`src/rtl/deci_to_gray_if.sv`:
```
// Conversion request/result bundle for deci_to_gray.
// The producer drives the request; the converter returns a registered result.
interface deci_to_gray_if #(
  parameter int WIDTH = 4
);
  logic             in_valid;
  logic             mode;
  logic [WIDTH-1:0] B;
  logic [WIDTH-1:0] G;
  logic             out_valid;
  logic             parity;

  modport master (
    output in_valid,
    output mode,
    output B,
    input  G,
    input  out_valid,
    input  parity
  );

  modport slave (
    input  in_valid,
    input  mode,
    input  B,
    output G,
    output out_valid,
    output parity
  );
endinterface

```
`src/rtl/deci_to_gray.sv`:
```
// Registered binary<->Gray converter: one conversion per clock, 1-cycle latency,
// with a valid flag and the XOR parity of the accepted input word.
module deci_to_gray #(
  parameter int WIDTH = 4
) (
  input logic          clk,
  input logic          rst,
  deci_to_gray_if.slave bus
);

  function automatic logic [WIDTH-1:0] bin_to_gray(input logic [WIDTH-1:0] bin);
    bin_to_gray = bin ^ (bin >> 1);
  endfunction

  // Prefix XOR from the MSB downward.
  function automatic logic [WIDTH-1:0] gray_to_bin(input logic [WIDTH-1:0] gray);
    logic [WIDTH-1:0] res;
    res[WIDTH-1] = gray[WIDTH-1];
    for (int i = WIDTH - 2; i >= 0; i--) begin
      res[i] = res[i+1] ^ gray[i];
    end
    gray_to_bin = res;
  endfunction

  function automatic logic xor_parity(input logic [WIDTH-1:0] word);
    xor_parity = ^word;
  endfunction

  logic [WIDTH-1:0] result_s;
  logic             parity_s;
  logic [WIDTH-1:0] g_r;
  logic             out_valid_r;
  logic             parity_r;

  // Select the conversion direction for the current sample.
  always_comb begin
    result_s = {WIDTH{1'b0}};
    parity_s = xor_parity(bus.B);
    case (bus.mode)
      1'b0:    result_s = bin_to_gray(bus.B);
      1'b1:    result_s = gray_to_bin(bus.B);
      default: result_s = {WIDTH{1'b0}};
    endcase
  end

  // Output registers; idle cycles hold G and parity so unsampled inputs never leak through.
  always_ff @(posedge clk) begin
    if (rst) begin
      g_r         <= {WIDTH{1'b0}};
      out_valid_r <= 1'b0;
      parity_r    <= 1'b0;
    end else if (bus.in_valid) begin
      g_r         <= result_s;
      out_valid_r <= 1'b1;
      parity_r    <= parity_s;
    end else begin
      g_r         <= g_r;
      out_valid_r <= 1'b0;
      parity_r    <= parity_r;
    end
  end

  assign bus.G         = g_r;
  assign bus.out_valid = out_valid_r;
  assign bus.parity    = parity_r;

endmodule

```
`src/flat_wrapper.sv`:
```
// flat-port wrapper written by rule: the top's interface ports become plain ports
module deci_to_gray_flat 
#(
  parameter int WIDTH = 4
)
  (clk, rst, bus_in_valid, bus_mode, bus_B, bus_G, bus_out_valid, bus_parity);
  deci_to_gray_if #(.WIDTH(WIDTH)) bus_i ();
  input logic clk;
  input logic rst;
  input wire logic [$bits(bus_i.in_valid)-1:0] bus_in_valid;
  input wire logic [$bits(bus_i.mode)-1:0] bus_mode;
  input wire logic [$bits(bus_i.B)-1:0] bus_B;
  output wire logic [$bits(bus_i.G)-1:0] bus_G;
  output wire logic [$bits(bus_i.out_valid)-1:0] bus_out_valid;
  output wire logic [$bits(bus_i.parity)-1:0] bus_parity;
  assign bus_i.in_valid = bus_in_valid;
  assign bus_i.mode = bus_mode;
  assign bus_i.B = bus_B;
  assign bus_G = bus_i.G;
  assign bus_out_valid = bus_i.out_valid;
  assign bus_parity = bus_i.parity;
  deci_to_gray #(.WIDTH(WIDTH)) u_core (.clk(clk), .rst(rst), .bus(bus_i));
endmodule
```
`config.mk`:
```
export PLATFORM = sky130hd
export DESIGN_NAME = deci_to_gray_flat
export DESIGN_NICKNAME = d
export VERILOG_FILES = /design/src/rtl/deci_to_gray_if.sv /design/src/rtl/deci_to_gray.sv /design/src/flat_wrapper.sv
export SDC_FILE = /design/constraint.sdc
export NUM_CORES = 1
export LEC_CHECK = 0
export CAP_MARGIN = 20
export CORE_AREA = 3 3 40 42
export DETAILED_ROUTE_END_ITERATION = 6
export DIE_AREA = 0 0 43 45
export GPL_ROUTABILITY_DRIVEN = 0
export HOLD_SLACK_MARGIN = 0.05
export PLACE_DENSITY_LB_ADDON = 0.08
export SETUP_SLACK_MARGIN = 0.02
export SYNTH_ARGS = -nofsm -noshare
export SYNTH_HDL_FRONTEND = slang
export SYNTH_SLANG_ARGS = --single-unit
```
`constraint.sdc`:
```
create_clock -name clk -period 1.6 [get_ports clk]
set_input_delay 0.32 -clock clk [delete_from_list [all_inputs] [get_ports clk]]
set_output_delay 0.32 -clock clk [all_outputs]
set_load 0.1 [all_outputs]
```
==> flow_summary_export.csv, run 1 <==
group,metric,value,unit
power_and_ir_drop,internal-power,0.3357,mW
drt,drt_first_pass_iters,1,
power_and_ir_drop,clock_power_share,0.258,
synthesis,avgSynthCellArea,10.75,µm²
floorplanning,die_w,43,µm
clock_tree,clock_latency,240,ps
place,pre_cts_ws,63.58,ps
power_and_ir_drop,switching_share,0.3486,
timing,slew_viol_final,0,
place,io_buffers,13,
floorplanning,io-pin-count,14,
final_layout,finalNetCount,54,
drt,ant_nets,0,
final_layout,insertedDiodeCount,0,
synthesis,synthCells,27,
critical_path,cp_max_fo,4,
critical_path,path_depth,4,
final_layout,final_cells,59,
critical_path,critical_path.top_delay_family,"buffers and inverters",
timing,period_share,0.8026,
place,dp.cells,56,
clock_tree,cts_tree,"done",
timing,worst_pin_slew,217.8,ps
clock_tree,cts_root_buf,"clkbuf_4",
power_and_ir_drop,power_frac_comb,0.405,
synthesis,synth_cell_types,17,
clock_tree,cts.clk_slew.worst_paths,40,ps
timing,period_minus_slack,1284,ps
timing,hold_viol_final,0,
floorplanning,die_h,45,µm
clock_tree,post_cts_buffers,0,
global_routing,antenna_found_initial,0,
drt,viasPerCell,4.000,
drt,avgRoutedWirePerCell,9.339,µm
critical_path,cpPeakStageDelay,470,ps
global_routing,grt_max_degree,8,
critical_path,cp-start-kind,"input port",
critical_path,cp_num_buf_inv,1,
timing,fin_hold_ws,540.4,ps
global_routing,overflow,0,
critical_path,cp.required,1760,ps
synthesis,synthesis.nets,35,
synthesis,yosysTopAreaCell,"dfxtp_1",
power_and_ir_drop,switchingPower,0.1797,mW
critical_path,worstPathArrival,1440,ps
final_layout,n_fill_cell,132,
drt,vias,236,
final_layout,syn2layout_area_growth,83.19,%
synthesis,ys_top_cells_by_area,"dfxtp_1 (41%), xnor2_2 (11%), xnor2_1 (6.0%), a211oi_2 (4.3%), nand2b_1 (4.3%)",
min_path,hold_class,"flop to flop",
outcome,outcome,"completed",
clock_tree,clock-sinks,6,
global_routing,track_usage,0.07244,
timing,fmax,0.7787,GHz
drt,wirelength,551,µm
global_routing,grt_pass1_wl,966,µm
job,maxCapViolCount,0,
synthesis,synth_seq_cells,6,
clock_tree,cts_made_buffers,3,
power_and_ir_drop,peakVddDrop,314.4,µV
timing,finalClockSkew,0,ps
floorplanning,coreArea,1285,µm²
critical_path,worstSetupPathType,"input port to flop",
min_path,whs_path_depth,2,
timing,rsz0062_at_grt,"false",
power_and_ir_drop,power.density,969.2,nW/µm²
timing,finalWorstSetupSlack,315.8,ps
synthesis,ys_warn_count,0,
clock_tree,htreeDepth,1,
final_layout,layout_commonest_cell,"clkdlybuf4s50_1",
final_layout,drive_gt1_frac,0.3409,
floorplanning,num_rows,13,
power_and_ir_drop,sequentialPowerShare,0.337,
synthesis,synth_top_area_frac,0.4138,
floorplanning,design.die.area,1935,µm²
final_layout,layout_common_cells,"clkdlybuf4s50_1 (7), buf_12 (6), dfxtp_1 (6), nor2_1 (3), clkbuf_4 (3)",
synthesis,synth_seq_area_share,0.4138,
drt,drc,0,
clock_tree,cts_hold_buf,0,
critical_path,cp_cell_sequence,"clkdlybuf4s50_1, xnor2_2, and2b_2, o221ai_1",
critical_path,endpoint_kind,"flop",
clock_tree,cts_buffer_depth,2,
drt,drtIter0Drc,0,
clock_tree,cts_resized,0,
global_routing,grt_pass1_vias,221,
power_and_ir_drop,p_leak,0.2211,nW
timing,relSlewSlack,0.8541,
synthesis,syn_area,290.3,µm²
critical_path,crit_slowest_cell,"clkdlybuf4s50_1",
critical_path,reg2regPathDepth,2,
place,post-dp-hpwl,485.4,µm
timing,tns,0,ps
floorplanning,initial_core_util,0.2259,
timing,setup_viol,0,
[stage by stage]
step / total power, mW / cell area [µm²] / util
6_report: 0.5154 / 531.8 / 0.4138
5_1_grt: 0.5450 / 531.8 / 0.4138
4_1_cts: 0.5270 / 531.8 / 0.4138
3_5_place_dp: 0.3874 / 509.2 / 0.3963
3_3_place_gp: 0.3860 / 509.2 / 0.3963
2_1_floorplan: 0.3001 / 290.3 / -
[worst paths after layout]
path	from	end	slack, ps
setup reg to reg	u_core.bus.G[1]$_SDFFE_PP0P_	u_core.bus.G[1]$_SDFFE_PP0P_	890
hold / removal	u_core.bus.G[2]$_SDFFE_PP0P_	u_core.bus.G[2]$_SDFFE_PP0P_	540
hold reg to reg	u_core.bus.G[2]$_SDFFE_PP0P_	u_core.bus.G[2]$_SDFFE_PP0P_	540
setup / recovery	bus_B[3]	u_core.bus.G[0]$_SDFFE_PP0P_	320
[logic make-up (layout without fill, tap and decap cells)]
group,count (synthesis),in the layout,synth area share
multiplexers,1,1,0.03448
AND/OR/NAND/NOR,10,10,0.2069
XOR/XNOR,5,5,0.2026
AO/OA/AOI/OAI,4,4,0.1250
buffers and inverters,1,18,0.01722
flip-flops,6,6,0.4138
[power groups by stage]
stage | clock (mW) | combinational, mW | sequential, mW
6_report | 0.133 | 0.209 | 0.174
3_5_place_dp | 0 | 0.211 | 0.177
4_1_cts | 0.142 | 0.211 | 0.174
3_3_place_gp | 0 | 0.210 | 0.176
2_1_floorplan | 0 | 0.0432 | 0.257
5_1_grt | 0.153 | 0.217 | 0.175
[final cells by class]
type / count / area (µm²) / share of cell area
timing repair buffer: 15 / 205.2 / 0.3859
multi-input combinational: 20 / 165.2 / 0.3106
sequential: 6 / 120.1 / 0.2259
clock buffer: 3 / 22.52 / 0.04235
tap: 15 / 18.77 / 0.03529
[routing by layer]
metal	vias up	part of all wire	GRT usage
met5	-	0	0
met3	2	0.093	0.04382
met4	0	0.0073	0.05422
met1	96	0.46	0.08675
li1	128	-	-
met2	10	0.44	0.09281
[synthesized netlist by cell type]
cell type / number
a211oi_1: 1
a211oi_2: 1
a21o_1: 1
and2b_1: 1
and2b_2: 1
buf_2: 1
dfxtp_1: 6
mux2i_1: 1
nand2_1: 1
nand2b_1: 2
nand4b_1: 1
nor2_1: 3
nor3b_1: 1
o221ai_1: 1
xnor2_1: 2
xnor2_2: 2
xor2_1: 1
[registers in the layout (all words and copies together) (netlist names)]
| signal | flops |
|---|---|
| u_core.bus.G | 4 |
| u_core.bus.out_valid | 1 |
| u_core.bus.parity | 1 |
[worst min-delay path, cell delays in order, from the launching register on]
cell      delay [ps]
dfxtp_1          330
nor2_1           110
a211oi_1          50
Note: power is estimated with default switching activity, not from simulation.
==> run 2, diff against run 1 <==
Clock period 1.6 ns to 1.2 ns, I/O delays scaled along.
==> run 2 against run 1 <==
  * Setup slack worse by 210 ps
  * Core utilization increased by 1.8 points
  * Largest cell class unchanged
  * Critical path type unchanged
  * Power is 37% higher
  * Final cell count grew 3.4%
  * Register-to-register slack worse by 390 ps
  * Clock skew stayed put
==> flow_summary_export.csv, run 2 (synthesized netlist as in run 1, its figures left out) <==
group,metric,value,unit
outcome,outcome,"completed",
timing,hold_viol_final,0,
power_and_ir_drop,p_leak,0.2428,nW
timing,period_minus_slack,1096,ps
final_layout,insertedDiodeCount,0,
critical_path,cp_num_buf_inv,1,
timing,period_share,0.9131,
timing,rsz0062_at_grt,"false",
drt,wirelength,610,µm
global_routing,grt_max_degree,6,
drt,viasPerCell,4.098,
clock_tree,htreeDepth,1,
power_and_ir_drop,fin_total_pwr,0.7051,mW
final_layout,final_area,554.3,µm²
critical_path,cpPeakStageDelay,470,ps
drt,drt_first_pass_iters,2,
final_layout,final_cells,61,
floorplanning,coreArea,1285,µm²
critical_path,startpoint,"bus_B[1]",
clock_tree,cts.clk_slew.worst_paths,50,ps
final_layout,syn2layout_area_growth,90.95,%
clock_tree,clock_latency,240,ps
final_layout,n_fill_cell,133,
critical_path,ff2ff_setup_slack,500,ps
power_and_ir_drop,peakVddDrop,511.7,µV
timing,fmax,0.9127,GHz
place,dp.cells,57,
drt,avgRoutedWirePerCell,10.00,µm
timing,setup_viol,0,
timing,finalClockSkew,0,ps
critical_path,critical_path.top_delay_family,"buffers and inverters",
critical_path,endpoint_kind,"flop",
drt,drc,0,
floorplanning,initial_core_util,0.2259,
global_routing,overflow,0,
timing,relSlewSlack,0.8644,
critical_path,worstSetupPathType,"input port to flop",
global_routing,track_usage,0.07987,
min_path,hold_class,"input port to flop",
final_layout,layout_common_cells,"buf_12 (6), clkdlybuf4s50_1 (5), dfxtp_2 (5), buf_4 (4)",
global_routing,grt_pass1_wl,1104,µm
power_and_ir_drop,power.density,1272,nW/µm²
drt,vias,250,
final_layout,drive_gt1_frac,0.4783,
floorplanning,num_rows,13,
clock_tree,cts_root_buf,"clkbuf_4",
job,maxCapViolCount,0,
critical_path,cp.required,1360,ps
critical_path,rr_startpoint,"u_core.bus.G[1]$_SDFFE_PP0P_",
drt,ant_nets,0,
critical_path,path_depth,4,
place,io_buffers,13,
timing,slew_viol_final,0,
critical_path,cp-endpoint,"u_core.bus.parity$_SDFFE_PP0P_",
timing,worst_pin_slew,202.4,ps
critical_path,r2r-end,"u_core.bus.G[1]$_SDFFE_PP0P_",
floorplanning,die_h,45,µm
critical_path,worstPathArrival,1260,ps
final_layout,layout_commonest_cell,"buf_12",
critical_path,reg2regPathDepth,2,
clock_tree,cts_buffer_depth,2,
final_layout,finalNetCount,56,
floorplanning,design.die.area,1935,µm²
timing,tns,0,ps
critical_path,cp_max_fo,3,
critical_path,cp-start-kind,"input port",
clock_tree,cts_made_buffers,3,
global_routing,antenna_found_initial,0,
final_layout,largest_reg_flops,4,
drt,drtIter0Drc,5,
place,post-dp-hpwl,524,µm
clock_tree,cts_tree,"done",
floorplanning,io-pin-count,14,
clock_tree,cts_hold_buf,0,
floorplanning,die_w,43,µm
clock_tree,clock-sinks,6,
critical_path,crit_slowest_cell,"clkdlybuf4s50_1",
critical_path,cp_cell_sequence,"clkdlybuf4s50_1, xnor2_2, xnor2_1, a211oi_2",
global_routing,grt_pass1_vias,286,
place,dpl-instance-area,523.0,µm²
-- run 2: where the power goes --
part / internal [mW] / switching [mW] / total (mW)
logic: 0.123 / 0.162 / 0.285
clock network: 0.113 / 0.0712 / 0.184
registers: 0.220 / 0.0159 / 0.235
-- run 2: layer usage --
layer / vias up / wire length, µm / global-route usage / part of all wire
met5: - / 0 / 0 / 0
met4: 0 / 4 / 0.05422 / 0.0066
met3: 2 / 72 / 0.05179 / 0.12
met2: 13 / 271 / 0.1228 / 0.44
met1: 102 / 262 / 0.07933 / 0.43
li1: 133 / - / - / -
-- run 2: worst min path at each step --
stage,startpoint,endpoint,slack [ps],cells past startpoint
final,bus_B[3],u_core.bus.G[3]$_SDFFE_PP0P_,380,3
after global routing,bus_B[3],u_core.bus.G[3]$_SDFFE_PP0P_,470,3
after CTS,u_core.bus.G[2]$_SDFFE_PP0P_,u_core.bus.G[2]$_SDFFE_PP0P_,520,2
after detailed placement,u_core.bus.G[2]$_SDFFE_PP0P_,u_core.bus.G[2]$_SDFFE_PP0P_,510,2
after global placement,u_core.bus.G[2]$_SDFFE_PP0P_,u_core.bus.G[2]$_SDFFE_PP0P_,510,2
after floorplan,rst,u_core.bus.parity$_SDFFE_PP0P_,300,1
-- run 2: repair_timing --
action | 4_1_cts | 5_1_grt
buffers inserted | 1 | 0
hold endpoints to repair | 0 | 0
setup endpoints to repair | 1 | 2
pin swaps | 1 | 1
resized for setup | 1 | 1
-- run 2: layout make-up --
class | instances | area (µm²) | area share
Clock buffer | 3 | 22.52 | 0.04063
Multi-Input combinational cell | 20 | 165.2 | 0.2980
Sequential cell | 6 | 126.4 | 0.2280
Tap cell | 15 | 18.77 | 0.03386
Timing Repair Buffer | 17 | 221.5 | 0.3995
-- run 2: through the flow --
step	setup slack, ps	utilization	hold slack (ps)
2_1_floorplan	51.02	-	297.3
3_3_place_gp	-244.4	0.4070	510.9
3_5_place_dp	-273.6	0.4070	509.6
4_1_cts	29.36	0.4294	515.7
5_1_grt	22.30	0.4314	465.3
6_report	104.3	0.4314	375.7
-- run 2: worst reg2reg max path, delay by kind of cell, from the launching register on --
kind	cells	cell delay, ps
AND/OR/NAND/NOR	1	130
flip-flops	1	320
AO/OA/AOI/OAI	1	140
